**src/rtl/load_store_unit_if.sv**
```systemverilog
// load_store_unit_if
//   Data-memory port between the load/store unit and a slower memory.
//   The LSU drives the request side; memory answers with mem_ack/mem_rdata.
//   Ports:
//     mem_req    request, held until ack
//     mem_we     1 = write
//     mem_addr   word-aligned byte address
//     mem_wdata  lane-replicated store data
//     mem_wstrb  byte enables, little-endian
//     mem_ack    memory completes the request this cycle
//     mem_rdata  read word, valid with mem_ack
interface load_store_unit_if;
    logic        mem_req;
    logic        mem_we;
    logic [31:0] mem_addr;
    logic [31:0] mem_wdata;
    logic [3:0]  mem_wstrb;
    logic        mem_ack;
    logic [31:0] mem_rdata;

    modport master (
        output mem_req, mem_we, mem_addr, mem_wdata, mem_wstrb,
        input  mem_ack, mem_rdata
    );

    modport slave (
        input  mem_req, mem_we, mem_addr, mem_wdata, mem_wstrb,
        output mem_ack, mem_rdata
    );
endinterface

```
**src/rtl/load_store_unit.sv**
```systemverilog
// load_store_unit
//   Multi-cycle memory-access stage behind the ALU. Accepts a load or store
//   from execute, runs one req/ack transaction on the data-memory port while
//   stalling the core, and returns sign/zero-extended load data.
//   Optional feature macro: MISALIGN_TRAP_EN (trap misaligned half/word
//   accesses instead of silently ignoring the low address bits).
//   Ports:
//     clk, rst          clock, synchronous active-high reset
//     ex_valid/rd/wr    execute stage request (write wins when both set)
//     ex_addr/wdata     effective byte address, store data
//     ex_size/signed    00 byte, 01 half, 1x word; load extension select
//     stall             freeze PC/execute while high
//     ld_valid/ld_data  one-cycle load completion pulse, registered data
//     bus_err           one-cycle pulse: memory did not ack in time
//     misalign          one-cycle pulse: misaligned access trapped
//     mem               data-memory port (master side)
//
//   state   | meaning
//   --------+-----------------------------------------------------------
//   IDLE    | no access outstanding
//   REQ     | mem_req asserted, waiting for mem_ack or timeout
//   DONE    | one-cycle completion slot; a new access may start here
module load_store_unit #(
    parameter int TIMEOUT = 16
) (
    input  logic                     clk,
    input  logic                     rst,
    input  logic                     ex_valid,
    input  logic                     ex_rd,
    input  logic                     ex_wr,
    input  logic [31:0]              ex_addr,
    input  logic [31:0]              ex_wdata,
    input  logic [1:0]               ex_size,
    input  logic                     ex_signed,
    output logic                     stall,
    output logic                     ld_valid,
    output logic [31:0]              ld_data,
    output logic                     bus_err,
    output logic                     misalign,
    load_store_unit_if.master        mem
);

    typedef enum logic [1:0] {
        ST_IDLE = 2'd0,
        ST_REQ  = 2'd1,
        ST_DONE = 2'd2
    } state_t;

    // Timeout is a down-counter loaded with TIMEOUT-1 on entry to REQ;
    // reaching zero without ack is the terminal count.
    localparam int            TW       = (TIMEOUT > 1) ? $clog2(TIMEOUT) : 1;
    localparam logic [TW-1:0] TMR_LOAD = (TIMEOUT > 0) ? TW'(TIMEOUT - 1) : '0;

    state_t      state_q, state_d;
    logic [TW-1:0] tmr_q, tmr_d;
    logic [1:0]  size_q, size_d;
    logic        sgn_q, sgn_d;
    logic [1:0]  lane_q, lane_d;
    logic        mem_req_q, mem_req_d;
    logic        mem_we_q, mem_we_d;
    logic [31:0] mem_addr_q, mem_addr_d;
    logic [31:0] mem_wdata_q, mem_wdata_d;
    logic [3:0]  mem_wstrb_q, mem_wstrb_d;
    logic        ld_valid_q, ld_valid_d;
    logic [31:0] ld_data_q, ld_data_d;
    logic        bus_err_q, bus_err_d;
    logic        misalign_q, misalign_d;

    logic        start;
    logic        accept;
    logic        mis_trap;
    logic [3:0]  st_strb;
    logic [31:0] st_wdata;
    logic [7:0]  rd_byte;
    logic [15:0] rd_half;
    logic [31:0] ld_ext;

    assign start  = ex_valid & (ex_rd | ex_wr);
    assign accept = start & (state_q != ST_REQ);

`ifdef MISALIGN_TRAP_EN
    assign mis_trap = ((ex_size == 2'b01) & ex_addr[0]) |
                      (ex_size[1] & (ex_addr[1:0] != 2'b00));
`else
    assign mis_trap = 1'b0;
`endif

    // Byte enables and lane replication for the incoming access. Halves use
    // only a[1] and words only lane 0, so untrapped low bits are ignored.
    always_comb begin
        st_strb  = 4'b1111;
        st_wdata = ex_wdata;
        case (ex_size)
            2'b00: begin
                st_strb  = 4'b0001 << ex_addr[1:0];
                st_wdata = {4{ex_wdata[7:0]}};
            end
            2'b01: begin
                st_strb  = ex_addr[1] ? 4'b1100 : 4'b0011;
                st_wdata = {2{ex_wdata[15:0]}};
            end
            default: begin
                st_strb  = 4'b1111;
                st_wdata = ex_wdata;
            end
        endcase
    end

    // Lane extraction of the returned word using the latched access shape.
    always_comb begin
        rd_byte = mem.mem_rdata[{lane_q, 3'b000} +: 8];
        rd_half = lane_q[1] ? mem.mem_rdata[31:16] : mem.mem_rdata[15:0];
        ld_ext  = mem.mem_rdata;
        case (size_q)
            2'b00:   ld_ext = sgn_q ? {{24{rd_byte[7]}}, rd_byte} : {24'h0, rd_byte};
            2'b01:   ld_ext = sgn_q ? {{16{rd_half[15]}}, rd_half} : {16'h0, rd_half};
            default: ld_ext = mem.mem_rdata;
        endcase
    end

    always_comb begin
        state_d     = state_q;
        tmr_d       = tmr_q;
        size_d      = size_q;
        sgn_d       = sgn_q;
        lane_d      = lane_q;
        mem_req_d   = mem_req_q;
        mem_we_d    = mem_we_q;
        mem_addr_d  = mem_addr_q;
        mem_wdata_d = mem_wdata_q;
        mem_wstrb_d = mem_wstrb_q;
        ld_valid_d  = 1'b0;
        ld_data_d   = ld_data_q;
        bus_err_d   = 1'b0;
        misalign_d  = 1'b0;

        case (state_q)
            ST_REQ: begin
                // Ack on the terminal-count cycle still completes normally.
                if (mem.mem_ack) begin
                    mem_req_d = 1'b0;
                    state_d   = ST_DONE;
                    if (!mem_we_q) begin
                        ld_valid_d = 1'b1;
                        ld_data_d  = ld_ext;
                    end
                end else if ((TIMEOUT != 0) && (tmr_q == '0)) begin
                    mem_req_d = 1'b0;
                    state_d   = ST_DONE;
                    bus_err_d = 1'b1;
                    ld_data_d = 32'h0;
                end else begin
                    tmr_d = tmr_q - 1'b1;
                end
            end
            ST_DONE: state_d = ST_IDLE;
            default: state_d = ST_IDLE;
        endcase

        // accept is never true in REQ, so this cannot collide with the above.
        if (accept) begin
            size_d      = ex_size;
            sgn_d       = ex_signed;
            lane_d      = ex_addr[1:0];
            mem_we_d    = ex_wr;
            mem_addr_d  = {ex_addr[31:2], 2'b00};
            mem_wdata_d = st_wdata;
            mem_wstrb_d = st_strb;
            if (mis_trap) begin
                state_d    = ST_DONE;
                misalign_d = 1'b1;
                ld_data_d  = 32'h0;
            end else begin
                state_d   = ST_REQ;
                mem_req_d = 1'b1;
                tmr_d     = TMR_LOAD;
            end
        end
    end

    always_ff @(posedge clk) begin
        if (rst) begin
            state_q     <= ST_IDLE;
            tmr_q       <= '0;
            size_q      <= 2'b00;
            sgn_q       <= 1'b0;
            lane_q      <= 2'b00;
            mem_req_q   <= 1'b0;
            mem_we_q    <= 1'b0;
            mem_addr_q  <= 32'h0;
            mem_wdata_q <= 32'h0;
            mem_wstrb_q <= 4'h0;
            ld_valid_q  <= 1'b0;
            ld_data_q   <= 32'h0;
            bus_err_q   <= 1'b0;
            misalign_q  <= 1'b0;
        end else begin
            state_q     <= state_d;
            tmr_q       <= tmr_d;
            size_q      <= size_d;
            sgn_q       <= sgn_d;
            lane_q      <= lane_d;
            mem_req_q   <= mem_req_d;
            mem_we_q    <= mem_we_d;
            mem_addr_q  <= mem_addr_d;
            mem_wdata_q <= mem_wdata_d;
            mem_wstrb_q <= mem_wstrb_d;
            ld_valid_q  <= ld_valid_d;
            ld_data_q   <= ld_data_d;
            bus_err_q   <= bus_err_d;
            misalign_q  <= misalign_d;
        end
    end

    assign stall         = accept | (state_q == ST_REQ);
    assign ld_valid      = ld_valid_q;
    assign ld_data       = ld_data_q;
    assign bus_err       = bus_err_q;
    assign misalign      = misalign_q;
    assign mem.mem_req   = mem_req_q;
    assign mem.mem_we    = mem_we_q;
    assign mem.mem_addr  = mem_addr_q;
    assign mem.mem_wdata = mem_wdata_q;
    assign mem.mem_wstrb = mem_wstrb_q;

endmodule

```
**src/flat_wrapper.sv**
```systemverilog
// flat-port wrapper written by rule: the top's interface ports become plain ports
module load_store_unit_flat 
#(
    parameter int TIMEOUT = 16
)
  (clk, rst, ex_valid, ex_rd, ex_wr, ex_addr, ex_wdata, ex_size, ex_signed, stall, ld_valid, ld_data, bus_err, misalign, mem_mem_req, mem_mem_we, mem_mem_addr, mem_mem_wdata, mem_mem_wstrb, mem_mem_ack, mem_mem_rdata);
  load_store_unit_if mem_i ();
  input  logic clk;
  input  logic rst;
  input  logic ex_valid;
  input  logic ex_rd;
  input  logic ex_wr;
  input  logic [31:0] ex_addr;
  input  logic [31:0] ex_wdata;
  input  logic [1:0] ex_size;
  input  logic ex_signed;
  output logic stall;
  output logic ld_valid;
  output logic [31:0] ld_data;
  output logic bus_err;
  output logic misalign;
  output wire logic [$bits(mem_i.mem_req)-1:0] mem_mem_req;
  output wire logic [$bits(mem_i.mem_we)-1:0] mem_mem_we;
  output wire logic [$bits(mem_i.mem_addr)-1:0] mem_mem_addr;
  output wire logic [$bits(mem_i.mem_wdata)-1:0] mem_mem_wdata;
  output wire logic [$bits(mem_i.mem_wstrb)-1:0] mem_mem_wstrb;
  input wire logic [$bits(mem_i.mem_ack)-1:0] mem_mem_ack;
  input wire logic [$bits(mem_i.mem_rdata)-1:0] mem_mem_rdata;
  assign mem_mem_req = mem_i.mem_req;
  assign mem_mem_we = mem_i.mem_we;
  assign mem_mem_addr = mem_i.mem_addr;
  assign mem_mem_wdata = mem_i.mem_wdata;
  assign mem_mem_wstrb = mem_i.mem_wstrb;
  assign mem_i.mem_ack = mem_mem_ack;
  assign mem_i.mem_rdata = mem_mem_rdata;
  load_store_unit #(.TIMEOUT(TIMEOUT)) u_core (.clk(clk), .rst(rst), .ex_valid(ex_valid), .ex_rd(ex_rd), .ex_wr(ex_wr), .ex_addr(ex_addr), .ex_wdata(ex_wdata), .ex_size(ex_size), .ex_signed(ex_signed), .stall(stall), .ld_valid(ld_valid), .ld_data(ld_data), .bus_err(bus_err), .misalign(misalign), .mem(mem_i));
endmodule
```
**config.mk**
```make
export PLATFORM = sky130hd
export DESIGN_NAME = load_store_unit_flat
export DESIGN_NICKNAME = d
export VERILOG_FILES = /design/src/rtl/load_store_unit_if.sv /design/src/rtl/load_store_unit.sv /design/src/flat_wrapper.sv
export SDC_FILE = /design/constraint.sdc
export NUM_CORES = 1
export LEC_CHECK = 0
export CAP_MARGIN = 20
export CORE_MARGIN = 1
export CORE_UTILIZATION = 46
export DETAILED_ROUTE_END_ITERATION = 7
export PLACE_DENSITY = 0.86
export SLEW_MARGIN = 20
export SYNTH_ARGS = -nofsm -noshare
export SYNTH_HDL_FRONTEND = slang
export SYNTH_SLANG_ARGS = --single-unit
```
**constraint.sdc**
```tcl
create_clock -name clk -period 3.18 [get_ports clk]
set_input_delay 0.795 -clock clk [delete_from_list [all_inputs] [get_ports clk]]
set_output_delay 0.795 -clock clk [all_outputs]
set_load 0.05 [all_outputs]
```
==> results.json, run 1 <==
{
  "worstPathCellList": "clkdlybuf4s50_1 > o21ai_0 > nand2_1 > buf_4",
  "area.growth.synth_to_final_pct": 57.2,
  "ys_ff_latch": 113,
  "met2_usage_pct": 46.0,
  "leakagePower_nw": 2.86,
  "die_w_um": 105,
  "maxCapViolCount": 0,
  "path_buf_inv": 2,
  "yosysSeqAreaShare_pct": 46.8,
  "ant_nets": 0,
  "startpoint_type": "input port",
  "slew_violations": 0,
  "async_reset_ff_share_pct": 0,
  "grt_util_met1_pct": 31.4,
  "hold_class": "reg2reg",
  "htree_levels": 4,
  "die-area_sq_um": 10900,
  "die_height_um": 105,
  "grt_pass1_vias": 4888,
  "synthFlopType": "dfxtp_1",
  "required_ps": 2380,
  "avgSynthCellArea_sq_um": 8.43,
  "clk_pin_slew_ps": 60,
  "clock_skew_ps": 8.95,
  "yosys.area.top_type": "dfxtp_1",
  "path_class": "in2out",
  "ir_worst_vdd_mv": 0.374,
  "relSlewSlack_pct": 47.3,
  "synth_top_area_share_pct": 46.8,
  "drt-initial-drc-count": 294,
  "hpwl_um": 10500,
  "met3_usage_pct": 9.98,
  "end_kind": "primary output",
  "cts_sinks": 113,
  "yosysMostFrequentCell": "nand2_1",
  "worst-slew-pin-transition_ps": 790,
  "rows": 37,
  "grt_pass1_wl_um": 24000,
  "drtPass1Iterations": 5,
  "cp.arrival_ps": 1780,
  "timing.final.ws_setup_ps": 601,
  "netlist-cell-type-count": 38,
  "cts_setup_buffers": 0,
  "layout.nets": 872,
  "synth_edf_count": 0,
  "place_congestion": 0.854,
  "yosys-top-cells-count": "138 x nand2_1, 113 x dfxtp_1, 72 x a21oi_1, 30 x nor2_1, 29 x o21ai_0",
  "cts_hold_buf": 0,
  "fin_crit_sh_pct": 81.1,
  "antenna_found_initial": 0,
  "dp_slack_ps": 601,
  "grt_start_max_net_pins": 78,
  "cts_resized": 0,
  "dr_total_vias": 4898,
  "max_clock_freq_mhz": 388,
  "drt_wl_total_um": 14800,
  "core_sq_um": 10300,
  "drc": 0,
  "crit_family": "buffers and inverters",
  "tns_ps": 0,
  "clockBufferDepth": 2,
  "drt-vias-per-instance": 5.35,
  "cp_slowest_stage_delay_ps": 440,
  "syn_inst": 574,
  "wl_per_cell_um": 16.2,
  "cts_tree": "built",
  "overflow": 0,
  "antenna_cells": 0,
  "final_layout_size_suffix_gt1_share_pct": 8.34,
  "top_usage_layer": "met2",
  "cts_root_buf": "clkbuf_8",
  "clock_latency_ps": 510,
  "initial_core_util_pct": 47.1,
  "status": "complete, no violations",
  "hold_violations": 0,
  "grt_util_all_layers_pct": 27.6,
  "cp_max_fo": 2,
  "rsz0062_at_grt": "false",
  "yosys_warnings": 0,
  "fin_crit_ps": 2580,
  "slowest_stage": "clkdlybuf4s50_1",
  "p_per_area_nw_per_um2": 573,
  "portBuffers": 207,
  "ioPinCount": 211,
  "numCtsBuffers": 17,
  "setup_viol": 0,
  "yosys-top-cells-area": "dfxtp_1 47%, nand2_1 11%, a21oi_1 7.4%",
  "synth.cell_area_sq_um": 4840
}
[metal layers]
layer  wire, um  vias up
met5          0        -
met4        357        0
met3       1430       32
met2       7160      224
met1       5880     2280
li1           -     2362
[stage by stage]
stage | util, % | instances | hold slack (ps) | power (W) | cell area (sq um)
after global placement | 68.1 | 883 | 441 | 0.00243 | 6990
after global routing | 74.0 | 915 | 476 | 0.00452 | 7600
after floorplan | - | 576 | 449 | 0.00210 | 4850
after detailed placement | 68.1 | 883 | 446 | 0.00246 | 6990
after CTS | 74.0 | 915 | 455 | 0.00438 | 7600
final | 74.0 | 915 | 452 | 0.00436 | 7600
[logic make-up (layout without fill, tap and decap cells)]
group / Yosys count / in the layout / share of synthesized area [%]
other: 1 / 3 / 0.0775
xor gates and xnor gates: 1 / 1 / 0.181
and+or+nand+nor: 208 / 208 / 18.5
adders and majority gates: 1 / 1 / 0.259
AOI/OAI and AO/OA: 161 / 161 / 21.7
buffers and inverters: 56 / 259 / 5.30
DFF: 113 / 113 / 46.8
muxes: 33 / 33 / 7.22
[final cells by class]
| cell class | count | area [sq um] |
|---|---|---|
| clock inverters | 14 | 180 |
| repair buffers | 221 | 2190 |
| multi-input cells | 407 | 2350 |
| clock buffers | 18 | 428 |
| flip-flops and latches | 113 | 2260 |
| fillers | 749 | 2670 |
| well taps | 136 | 170 |
| inverters | 6 | 22.5 |
[worst min-delay path: stages (launching register included)]
cell and delay [ps]:
dfxtp_1 300, nand2_1 50, a21oi_1 50
[power by group]
group / internal, W / switching [W] / leakage [nW]
Combinational: 0.000353 / 0.000532 / 1.64
Clock: 0.00122 / 0.000700 / 0.292
Sequential: 0.00150 / 0.0000522 / 0.924
Total: 0.00307 / 0.00128 / 2.86
[path summary, 6_finish.rpt]
check	startpoint	to	slack, ps	cells past startpoint
max	ex_wr	stall	600	4
min	u_core.mem.mem_addr[18]	u_core.mem.mem_addr[18]	450	2
min reg2reg	u_core.mem.mem_addr[18]	u_core.mem.mem_addr[18]	450	2
max reg2reg	u_core.lane_q[1]	u_core.ld_data[13]	1060	5
[state kept, by name, summed over array words and instances (netlist names)]
name                  flops
u_core.ld_data           32
u_core.mem.mem_wdata     32
u_core.mem.mem_addr      30
u_core.mem.mem_wstrb      4
u_core.tmr_q              4
u_core.lane_q             2
u_core.size_q             2
u_core.state_q            2
u_core.bus_err            1
u_core.ld_valid           1
u_core.mem.mem_req        1
u_core.mem.mem_we         1
u_core.sgn_q              1
[cells in the final DEF (no fill, tap or decap), drive strengths merged, types with 2 or more instances in the layout]
| master | Yosys | final |
|---|---|---|
| a211oi | 12 | 12 |
| a21oi | 72 | 72 |
| a221oi | 2 | 2 |
| a311oi | 10 | 10 |
| a32o | 8 | 8 |
| buf | 23 | 16 |
| bufinv | 0 | 3 |
| clkbuf | 27 | 18 |
| clkdlybuf4s50 | 0 | 205 |
| clkinv | 0 | 6 |
| clkinvlp | 0 | 2 |
| conb | 1 | 3 |
| dfxtp | 113 | 113 |
| inv | 6 | 9 |
| mux2 | 9 | 9 |
| mux2i | 24 | 24 |
| nand2 | 138 | 138 |
| nand2b | 20 | 20 |
| nor2 | 30 | 30 |
| nor2b | 9 | 9 |
| nor3 | 4 | 4 |
| nor3b | 2 | 2 |
| o21ai | 29 | 29 |
| o2bb2ai | 24 | 24 |
Power figures use the tool's default switching activity.
==> inputs of run 2 (changes only) <==
- CORE_UTILIZATION: 46 -> 38
- PLACE_DENSITY: 0.86 -> 0.76
- clock period: 3.18 -> 2.22 ns (I/O delays scaled with it)
==> results.json, run 2 (synthesized netlist as in run 1, its figures left out) <==
{
  "status": "complete, no violations",
  "overflow": 0,
  "drt-initial-drc-count": 316,
  "layout.nets": 877,
  "wl_per_cell_um": 15.4,
  "cts_tree": "built",
  "met3_usage_pct": 7.22,
  "die_height_um": 115,
  "fin_crit_ps": 2150,
  "grt_util_all_layers_pct": 22.4,
  "path_buf_inv": 1,
  "leakagePower_nw": 2.89,
  "portBuffers": 207,
  "cts_sinks": 113,
  "rsz0062_at_grt": "false",
  "antenna_found_initial": 0,
  "clk_pin_slew_ps": 50,
  "hpwl_um": 10700,
  "ant_nets": 0,
  "grt_util_met1_pct": 25.9,
  "place_congestion": 0.875,
  "die-area_sq_um": 13200,
  "htree_levels": 4,
  "ioPinCount": 211,
  "initial_core_util_pct": 39.6,
  "cts_resized": 0,
  "slowest_stage": "clkdlybuf4s50_1",
  "met2_usage_pct": 37.3,
  "final_cell_mix": "205 x clkdlybuf4s50_1, 138 x nand2_1, 113 x dfxtp_1",
  "p_per_area_nw_per_um2": 801,
  "end_kind": "primary output",
  "grt_pass1_wl_um": 22700,
  "cts_hold_buf": 0,
  "core_sq_um": 12200,
  "drtPass1Iterations": 4,
  "clock_latency_ps": 400,
  "numCtsBuffers": 17,
  "crit_family": "buffers and inverters",
  "clock_skew_ps": 5.89,
  "worst-slew-pin-transition_ps": 1130,
  "final_common_cell": "clkdlybuf4s50_1",
  "cp_slowest_stage_delay_ps": 860,
  "dr_total_vias": 4739,
  "grt_start_max_net_pins": 63,
  "startpoint_type": "flip-flop",
  "rows": 40,
  "setup_viol": 0,
  "cts_root_buf": "clkbuf_16",
  "max_clock_freq_mhz": 465,
  "slew_violations": 0,
  "grt_pass1_vias": 4541,
  "maxCapViolCount": 0,
  "tns_ps": 0,
  "cts_setup_buffers": 0,
  "path_class": "reg2out",
  "hold_violations": 0,
  "area.growth.synth_to_final_pct": 58.5,
  "ir_worst_vdd_mv": 0.627,
  "cp_max_fo": 2,
  "drt-vias-per-instance": 4.98,
  "required_ps": 1660,
  "p_total_w": 0.00614,
  "die_w_um": 115,
  "antenna_cells": 0,
  "final_layout_size_suffix_gt1_share_pct": 8.17,
  "relSlewSlack_pct": 24.5,
  "top_usage_layer": "met2",
  "drt_wl_total_um": 14600,
  "postLayoutCellArea_sq_um": 7670,
  "cp.arrival_ps": 1600,
  "hold_class": "reg2reg",
  "worstPathCellList": "clkdlybuf4s50_1",
  "place_area_sq_um": 7080,
  "clockBufferDepth": 2,
  "fin_crit_sh_pct": 96.9,
  "drc": 0
}
## run 2: cell count changes in the layout (fill, tap and decap cells not counted), moves of 2 or more
| cell | change |
|---|---|
| clkinv_4 | -5 |
| buf_4 | +4 |
| clkbuf_1 | +4 |
| clkinv_2 | +2 |
| clkbuf_8 | +3 |
| inv_6 | -3 |
| clkinvlp_4 | -2 |
## run 2: worst paths after layout
| kind | startpoint | slack, ps | endpoint | cells after the start |
|---|---|---|---|---|
| max | u_core.mem.mem_wdata[14] | 70 | mem_mem_wdata[14] | 1 |
| min | u_core.mem.mem_wdata[5] | 450 | u_core.mem.mem_wdata[5] | 2 |
| max reg2reg | u_core.tmr_q[0] | 290 | u_core.tmr_q[2] | 6 |
| min reg2reg | u_core.mem.mem_wdata[5] | 450 | u_core.mem.mem_wdata[5] | 2 |
## run 2: final cells by class
class | instances | area [sq um]
Clock buffer | 26 | 509
Clock inverter | 5 | 75.1
Fill cell | 1089 | 4540
Inverter | 6 | 22.5
Multi-Input combinational cell | 407 | 2340
Sequential cell | 113 | 2260
Tap cell | 168 | 210
Timing Repair Buffer | 226 | 2240
## run 2: metrics by stage
step / instances / hold WS (ps) / setup slack, ps / util [%]
2_1_floorplan: 576 / 449 / 553 / -
3_3_place_gp: 920 / 442 / -1.73 / 58.0
3_5_place_dp: 920 / 447 / -37.6 / 58.0
4_1_cts: 951 / 454 / 59.5 / 62.8
5_1_grt: 951 / 471 / 21.8 / 62.8
6_report: 951 / 449 / 69.5 / 62.8
## run 2: layer usage
layer,share of wire (%),vias to the layer above
met5,0,-
met4,2.6,0
met3,6.9,25
met2,48,155
met1,43,2190
li1,-,2369
## run 2: report_power, final
| group | total, W | switching, W | internal, W |
|---|---|---|---|
| sequential | 0.00221 | 0.0000659 | 0.00215 |
| combinational | 0.00128 | 0.000767 | 0.000515 |
| clock | 0.00265 | 0.000859 | 0.00179 |
